$ cat config.mk
export PLATFORM = sky130hd
export DESIGN_NAME = pwm_multi_channel_flat
export DESIGN_NICKNAME = d
export VERILOG_FILES = /design/src/rtl/pwm_multi_channel_if.sv /design/src/rtl/pwm_multi_channel.sv /design/src/flat_wrapper.sv
export SDC_FILE = /design/constraint.sdc
export NUM_CORES = 1
export LEC_CHECK = 0
export CAP_MARGIN = 5
export CORE_ASPECT_RATIO = 1.1
export CORE_MARGIN = 3
export CORE_UTILIZATION = 35
export CTS_CLUSTER_DIAMETER = 150
export DETAILED_ROUTE_END_ITERATION = 10
export PLACE_DENSITY_LB_ADDON = 0.05
export SLEW_MARGIN = 10
export SYNTH_ARGS = -nofsm -noshare
export SYNTH_HDL_FRONTEND = slang
export SYNTH_SLANG_ARGS = --single-unit
$ cat constraint.sdc
create_clock -name clk -period 2.6 [get_ports clk]
set_input_delay 0.65 -clock clk [delete_from_list [all_inputs] [get_ports clk]]
set_output_delay 0.65 -clock clk [all_outputs]
set_load 0.02 [all_outputs]
$ cat src/rtl/pwm_multi_channel_if.sv
// ============================================================================
// Module   : pwm_multi_channel_if
// Brief    : Configuration/status bundle between the register block and the
//            multi-channel PWM. Adds align_center when PWM_CENTER_ALIGNED_EN
//            is defined.
// Revision : 1.0
// ============================================================================
`default_nettype none

interface pwm_multi_channel_if #(
    parameter int NUM_CH = 16,
    parameter int CNT_W  = 8,
    parameter int PRE_W  = 8
);
    logic [NUM_CH-1:0]       en_out;
    logic [NUM_CH-1:0]       en_pwm;
    logic [NUM_CH*CNT_W-1:0] duty;
    logic [CNT_W-1:0]        period;
    logic [PRE_W-1:0]        prescale;
    logic                    update_req;
    logic [NUM_CH-1:0]       out;
    logic                    update_ack;
    logic                    period_start;
    logic [CNT_W-1:0]        cnt_o;

`ifdef PWM_CENTER_ALIGNED_EN
    logic                    align_center;

    modport master (
        output en_out, en_pwm, duty, period, prescale, update_req, align_center,
        input  out, update_ack, period_start, cnt_o
    );

    modport slave (
        input  en_out, en_pwm, duty, period, prescale, update_req, align_center,
        output out, update_ack, period_start, cnt_o
    );
`else
    modport master (
        output en_out, en_pwm, duty, period, prescale, update_req,
        input  out, update_ack, period_start, cnt_o
    );

    modport slave (
        input  en_out, en_pwm, duty, period, prescale, update_req,
        output out, update_ack, period_start, cnt_o
    );
`endif

endinterface

`default_nettype wire

$ cat src/rtl/pwm_multi_channel.sv
// ============================================================================
// Module   : pwm_multi_channel
// Brief    : Parametrised multi-channel PWM with prescaler, programmable period
//            and shadowed duty/period/prescale reloaded at period boundaries.
//            Optional center-aligned counting via PWM_CENTER_ALIGNED_EN.
// Revision : 1.0
// ============================================================================
`default_nettype none

module pwm_multi_channel #(
    parameter int NUM_CH = 16,
    parameter int CNT_W  = 8,
    parameter int PRE_W  = 8
) (
    input wire                 clk,
    input wire                 rst,
    pwm_multi_channel_if.slave bus
);

    localparam logic [CNT_W-1:0] C_DUTY_FULL = '1;
    localparam logic [CNT_W-1:0] C_CNT_ONE   = CNT_W'(1);
    localparam logic [PRE_W-1:0] C_PRE_ONE   = PRE_W'(1);

    logic [PRE_W-1:0]        r_pre_cnt;
    logic [PRE_W-1:0]        r_prescale_sh;
    logic [CNT_W-1:0]        r_cnt;
    logic [CNT_W-1:0]        r_period_sh;
    logic [NUM_CH*CNT_W-1:0] r_duty_sh;
    logic                    r_pending;
    logic                    r_update_ack;
    logic                    r_wrap;
    logic                    r_period_start;
    logic [NUM_CH-1:0]       r_out;

    logic                    w_tick;
    logic                    w_boundary;
    logic                    w_load;
    logic [CNT_W-1:0]        w_cnt_next;
    logic [NUM_CH-1:0]       w_pwm;

    assign w_tick = (r_pre_cnt == r_prescale_sh);

`ifdef PWM_CENTER_ALIGNED_EN
    logic r_align_sh;
    logic r_dir_down;
    logic w_dir_next;
    logic w_center;

    // A zero period cannot count up and down, so it falls back to edge mode.
    assign w_center = r_align_sh && (r_period_sh != '0);

    always_comb begin
        w_cnt_next = r_cnt;
        w_dir_next = r_dir_down;
        w_boundary = 1'b0;
        if (w_tick) begin
            if (!w_center) begin
                w_dir_next = 1'b0;
                if (r_cnt == r_period_sh) begin
                    w_cnt_next = '0;
                    w_boundary = 1'b1;
                end else begin
                    w_cnt_next = r_cnt + C_CNT_ONE;
                end
            end else if (!r_dir_down) begin
                if (r_cnt == r_period_sh) begin
                    if (r_cnt == C_CNT_ONE) begin
                        w_cnt_next = '0;
                        w_boundary = 1'b1;
                    end else begin
                        w_cnt_next = r_cnt - C_CNT_ONE;
                        w_dir_next = 1'b1;
                    end
                end else begin
                    w_cnt_next = r_cnt + C_CNT_ONE;
                end
            end else begin
                // Reaching zero on the way down closes the period.
                if ((r_cnt == C_CNT_ONE) || (r_cnt == '0)) begin
                    w_cnt_next = '0;
                    w_dir_next = 1'b0;
                    w_boundary = 1'b1;
                end else begin
                    w_cnt_next = r_cnt - C_CNT_ONE;
                end
            end
        end
    end
`else
    always_comb begin
        w_cnt_next = r_cnt;
        w_boundary = 1'b0;
        if (w_tick) begin
            if (r_cnt == r_period_sh) begin
                w_cnt_next = '0;
                w_boundary = 1'b1;
            end else begin
                w_cnt_next = r_cnt + C_CNT_ONE;
            end
        end
    end
`endif

    // A request landing in the boundary cycle itself is honoured immediately.
    assign w_load = w_boundary && (r_pending || bus.update_req);

    for (genvar i = 0; i < NUM_CH; i++) begin : g_ch
        logic [CNT_W-1:0] w_duty_i;
        assign w_duty_i = r_duty_sh[i*CNT_W +: CNT_W];
        assign w_pwm[i] = (w_duty_i == C_DUTY_FULL) || (r_cnt < w_duty_i);
    end

    always_ff @(posedge clk) begin
        if (rst) begin
            r_pre_cnt      <= '0;
            r_cnt          <= '0;
            r_prescale_sh  <= '0;
            r_period_sh    <= '0;
            r_duty_sh      <= '0;
            r_pending      <= 1'b1;
            r_update_ack   <= 1'b0;
            r_wrap         <= 1'b0;
            r_period_start <= 1'b0;
            r_out          <= '0;
        end else begin
            r_pre_cnt <= w_tick ? '0 : (r_pre_cnt + C_PRE_ONE);
            r_cnt     <= w_cnt_next;

            if (w_load) begin
                r_duty_sh     <= bus.duty;
                r_period_sh   <= bus.period;
                r_prescale_sh <= bus.prescale;
                r_pending     <= 1'b0;
            end else if (bus.update_req) begin
                r_pending     <= 1'b1;
            end

            r_update_ack <= w_load;
            // Two stages so the pulse lines up with the first cnt=0 output.
            r_wrap         <= w_boundary;
            r_period_start <= r_wrap;
            r_out          <= bus.en_out & (~bus.en_pwm | w_pwm);
        end
    end

`ifdef PWM_CENTER_ALIGNED_EN
    always_ff @(posedge clk) begin
        if (rst) begin
            r_align_sh <= 1'b0;
            r_dir_down <= 1'b0;
        end else begin
            r_dir_down <= w_load ? 1'b0 : w_dir_next;
            if (w_load) begin
                r_align_sh <= bus.align_center;
            end
        end
    end
`endif

    assign bus.out          = r_out;
    assign bus.update_ack   = r_update_ack;
    assign bus.period_start = r_period_start;
    assign bus.cnt_o        = r_cnt;

endmodule

`default_nettype wire
$ cat src/flat_wrapper.sv
// flat-port wrapper written by rule: the top's interface ports become plain ports
module pwm_multi_channel_flat 
#(
    parameter int NUM_CH = 16,
    parameter int CNT_W  = 8,
    parameter int PRE_W  = 8
)
  (clk, rst, bus_en_out, bus_en_pwm, bus_duty, bus_period, bus_prescale, bus_update_req, bus_out, bus_update_ack, bus_period_start, bus_cnt_o);
  pwm_multi_channel_if #(.NUM_CH(NUM_CH), .CNT_W(CNT_W), .PRE_W(PRE_W)) bus_i ();
  input wire clk;
  input wire rst;
  input wire logic [$bits(bus_i.en_out)-1:0] bus_en_out;
  input wire logic [$bits(bus_i.en_pwm)-1:0] bus_en_pwm;
  input wire logic [$bits(bus_i.duty)-1:0] bus_duty;
  input wire logic [$bits(bus_i.period)-1:0] bus_period;
  input wire logic [$bits(bus_i.prescale)-1:0] bus_prescale;
  input wire logic [$bits(bus_i.update_req)-1:0] bus_update_req;
  output wire logic [$bits(bus_i.out)-1:0] bus_out;
  output wire logic [$bits(bus_i.update_ack)-1:0] bus_update_ack;
  output wire logic [$bits(bus_i.period_start)-1:0] bus_period_start;
  output wire logic [$bits(bus_i.cnt_o)-1:0] bus_cnt_o;
  assign bus_i.en_out = bus_en_out;
  assign bus_i.en_pwm = bus_en_pwm;
  assign bus_i.duty = bus_duty;
  assign bus_i.period = bus_period;
  assign bus_i.prescale = bus_prescale;
  assign bus_i.update_req = bus_update_req;
  assign bus_out = bus_i.out;
  assign bus_update_ack = bus_i.update_ack;
  assign bus_period_start = bus_i.period_start;
  assign bus_cnt_o = bus_i.cnt_o;
  pwm_multi_channel #(.NUM_CH(NUM_CH), .CNT_W(CNT_W), .PRE_W(PRE_W)) u_core (.clk(clk), .rst(rst), .bus(bus_i));
endmodule
==> results.json <==
{
  "status": "complete, no violations",
  "drt_iter0_markers": 399,
  "hold_slack_ns": 0.451,
  "finalPower_mw": 10.5,
  "min_from": "u_core.r_wrap",
  "ctsResizeCount": 0,
  "ys_ff_latch": 180,
  "die_h_um": 186,
  "cp-startpoint": "u_core.bus.cnt_o[3]",
  "coreArea_um2": 28800,
  "p_int_mw": 6.86,
  "worst-setup-path-type": "reg2out",
  "max_cap_violations": 0,
  "grt_use_total_pct": 17.2,
  "hold_violations": 0,
  "power_density_nw_per_um2": 786,
  "vias": 8457,
  "grt_pass1_wl_um": 43400,
  "fin_skew_ns": 0.0140,
  "yosysSeqAreaShare_pct": 35.0,
  "async_flop_share_pct": 0,
  "fin_ws_ns": 0.125,
  "cts_buffers": 17,
  "synth_ff_type": "dfxtp_1",
  "cp-start-kind": "flop",
  "seqPwrFrac_pct": 33.8,
  "insertion_delay_ns": 0.43,
  "setup_viol": 0,
  "p_comb_share_pct": 40.9,
  "r2r-end": "u_core.r_duty_sh[24]",
  "cts_root_buf": "clkbuf_16",
  "drive_above_1_share_pct": 4.47,
  "drt_pass1_iterations": 5,
  "regToRegSetupSlack_ns": 0.28,
  "switching_share_pct": 34.7,
  "relSlewSlack_pct": 64.8,
  "pwr-share-clk_pct": 25.3,
  "antenna_found_initial": 2,
  "required_ns": 1.95,
  "die_area_um2": 31500,
  "cp_max_fo": 21,
  "cts_setup_buffers": 0,
  "ys_types": 39,
  "syn_to_final_growth_pct": 29.9,
  "min_period_over_period_pct": 95.2,
  "cts.clk_slew.worst_paths_ns": 0.07,
  "p_switching_mw": 3.65,
  "maxClockFrequency_mhz": 404,
  "via_per_inst": 4.76,
  "synth_nets": 1495,
  "port_buffers": 204,
  "row_count": 65,
  "syn_area_um2": 10300,
  "nets": 1688,
  "synth_warnings": 0,
  "cts_tree": "yes",
  "synth_edf_count": 0,
  "postCtsHoldBufs": 0,
  "hpwl_um": 19000,
  "gp_congestion": 0.741,
  "synth.top_cell.area_share_pct": 35.0,
  "power_leakage_nw": 5.48,
  "grt-ovfl-total": 0,
  "tightest_slew_ns": 0.528,
  "yosys-top-cells-area": "dfxtp_1 35%, mux2i_1 14%, ha_1 14%",
  "r2r-start": "u_core.r_pre_cnt[2]",
  "fin_tns_setup_ns": 0,
  "hp-class": "reg2reg",
  "n_antenna_cell": 0,
  "grt_pass1_vias": 8403,
  "wl_um": 27200,
  "htree_levels": 4,
  "die-width_um": 169,
  "peakVddDrop_v": 0.000751,
  "critPathCaptureType": "output port",
  "wire_per_inst_um": 15.3,
  "post-place-ws_ns": 0.266,
  "r2r_cells": 6,
  "synthCells": 1202,
  "yosysMostFrequentCell": "nand2_1",
  "start_util_pct": 35.7,
  "syn_avg_cell_area_um2": 8.56,
  "io_pins": 205,
  "synth_commonest_cells": "309 x nand2_1, 180 x dfxtp_1, 145 x mux2i_1, 114 x ha_1, 113 x inv_1",
  "worstPathArrival_ns": 1.83,
  "drc": 0,
  "slew_viol_final": 0,
  "synth_top_cell_by_area": "dfxtp_1",
  "clk_path_buf_depth": 2,
  "fin_crit_ns": 2.48,
  "critPathCapture": "bus_cnt_o[3]",
  "final_util_pct": 46.4,
  "clock-sinks": 180,
  "final_antenna_net_count": 0,
  "grt_max_degree": 73,
  "rsz0062_at_grt": "false"
}
==> sequential cells by signal (all words and copies together) (netlist names) <==
register / count
u_core.r_prescale_sh: 8
u_core.r_duty_sh: 128
u_core.bus.cnt_o: 8
u_core.bus.out: 16
u_core.bus.update_ack: 1
u_core.r_pending: 1
u_core.bus.period_start: 1
u_core.r_pre_cnt: 8
u_core.r_period_sh: 8
u_core.r_wrap: 1
==> power by group through the flow <==
| stage | Sequential [mW] | Clock [mW] | Combinational (mW) |
|---|---|---|---|
| global route | 3.61 | 2.85 | 4.74 |
| finish | 3.55 | 2.65 | 4.30 |
| global placement | 3.61 | 0 | 4.31 |
| floorplan | 3.65 | 0 | 3.22 |
| detailed placement | 3.62 | 0 | 4.35 |
| CTS | 3.56 | 2.73 | 4.38 |
==> how the worst min path moves through the flow <==
stage	endpoint	cells after the start
final	u_core.bus.period_start	1
after detailed placement	u_core.bus.period_start	1
after CTS	u_core.bus.period_start	1
after global placement	u_core.bus.period_start	1
after global routing	u_core.bus.period_start	1
after floorplan	u_core.bus.period_start	1
==> logic make-up (layout without fill, tap and decap cells) <==
group                    count (synthesis)  after routing  share of synthesized area, %
adder cells (fa/ha/maj)                114            114                          13.9
multiplexers                           145            145                          14.1
AND/OR/NAND/NOR                        427            427                          18.2
AO/OA/AOI/OAI                          147            147                          9.78
flip-flops                             180            180                          35.0
buffers and inverters                  167            373                          7.20
XOR/XNOR                                22             22                          1.87
==> layout make-up <==
type,instances,area [µm²]
Inverter,114,435
Tap cell,368,460
Clock buffer,20,447
Timing Repair Buffer,227,2310
Fill cell,2883,15400
Clock inverter,12,146
Sequential cell,180,3610
Multi-Input combinational cell,855,5950
==> layer usage <==
metal	up-vias	track usage, %	wire length, µm
li1	4454	-	-
met1	3832	23.2	13300
met2	151	28.8	12600
met3	16	3.36	1080
met4	4	3.66	255
met5	-	0	34
==> stage by stage <==
stage,instances,area (µm²)
after floorplan,1202,10300
after global placement,1744,12800
after detailed placement,1744,12800
after CTS,1776,13400
after global routing,1776,13400
final,1776,13400
==> critical path, stage by stage (launching register included) <==
cell	delay (ns)
dfxtp_1	0.35
buf_4	0.37
clkdlybuf4s50_1	0.68
==> layout by cell type, fill, tap and decap left out, types with 3 or more instances in the layout <==
cell type        Yosys  routed
inv_8                0       3
nand2b_1            17      17
nor2_1              28      28
a21oi_1             39      39
o21ai_0              4       4
xor2_1              11      11
clkinv_4             0       3
o21a_1              16      16
nand3_1              5       5
clkdlybuf4s50_1      0     204
and3_1               4       4
nand2_1            309     309
xnor2_1             11      11
ha_1               114     114
a21o_1              49      49
buf_12               0       8
inv_1              113     113
buf_4                9      15
o31ai_1             16      16
a211oi_1            16      16
dfxtp_1            180     178
mux2i_1            145     145
clkbuf_16            0      17
nand4_1             50      50
Note: power is estimated with default switching activity, not from simulation.
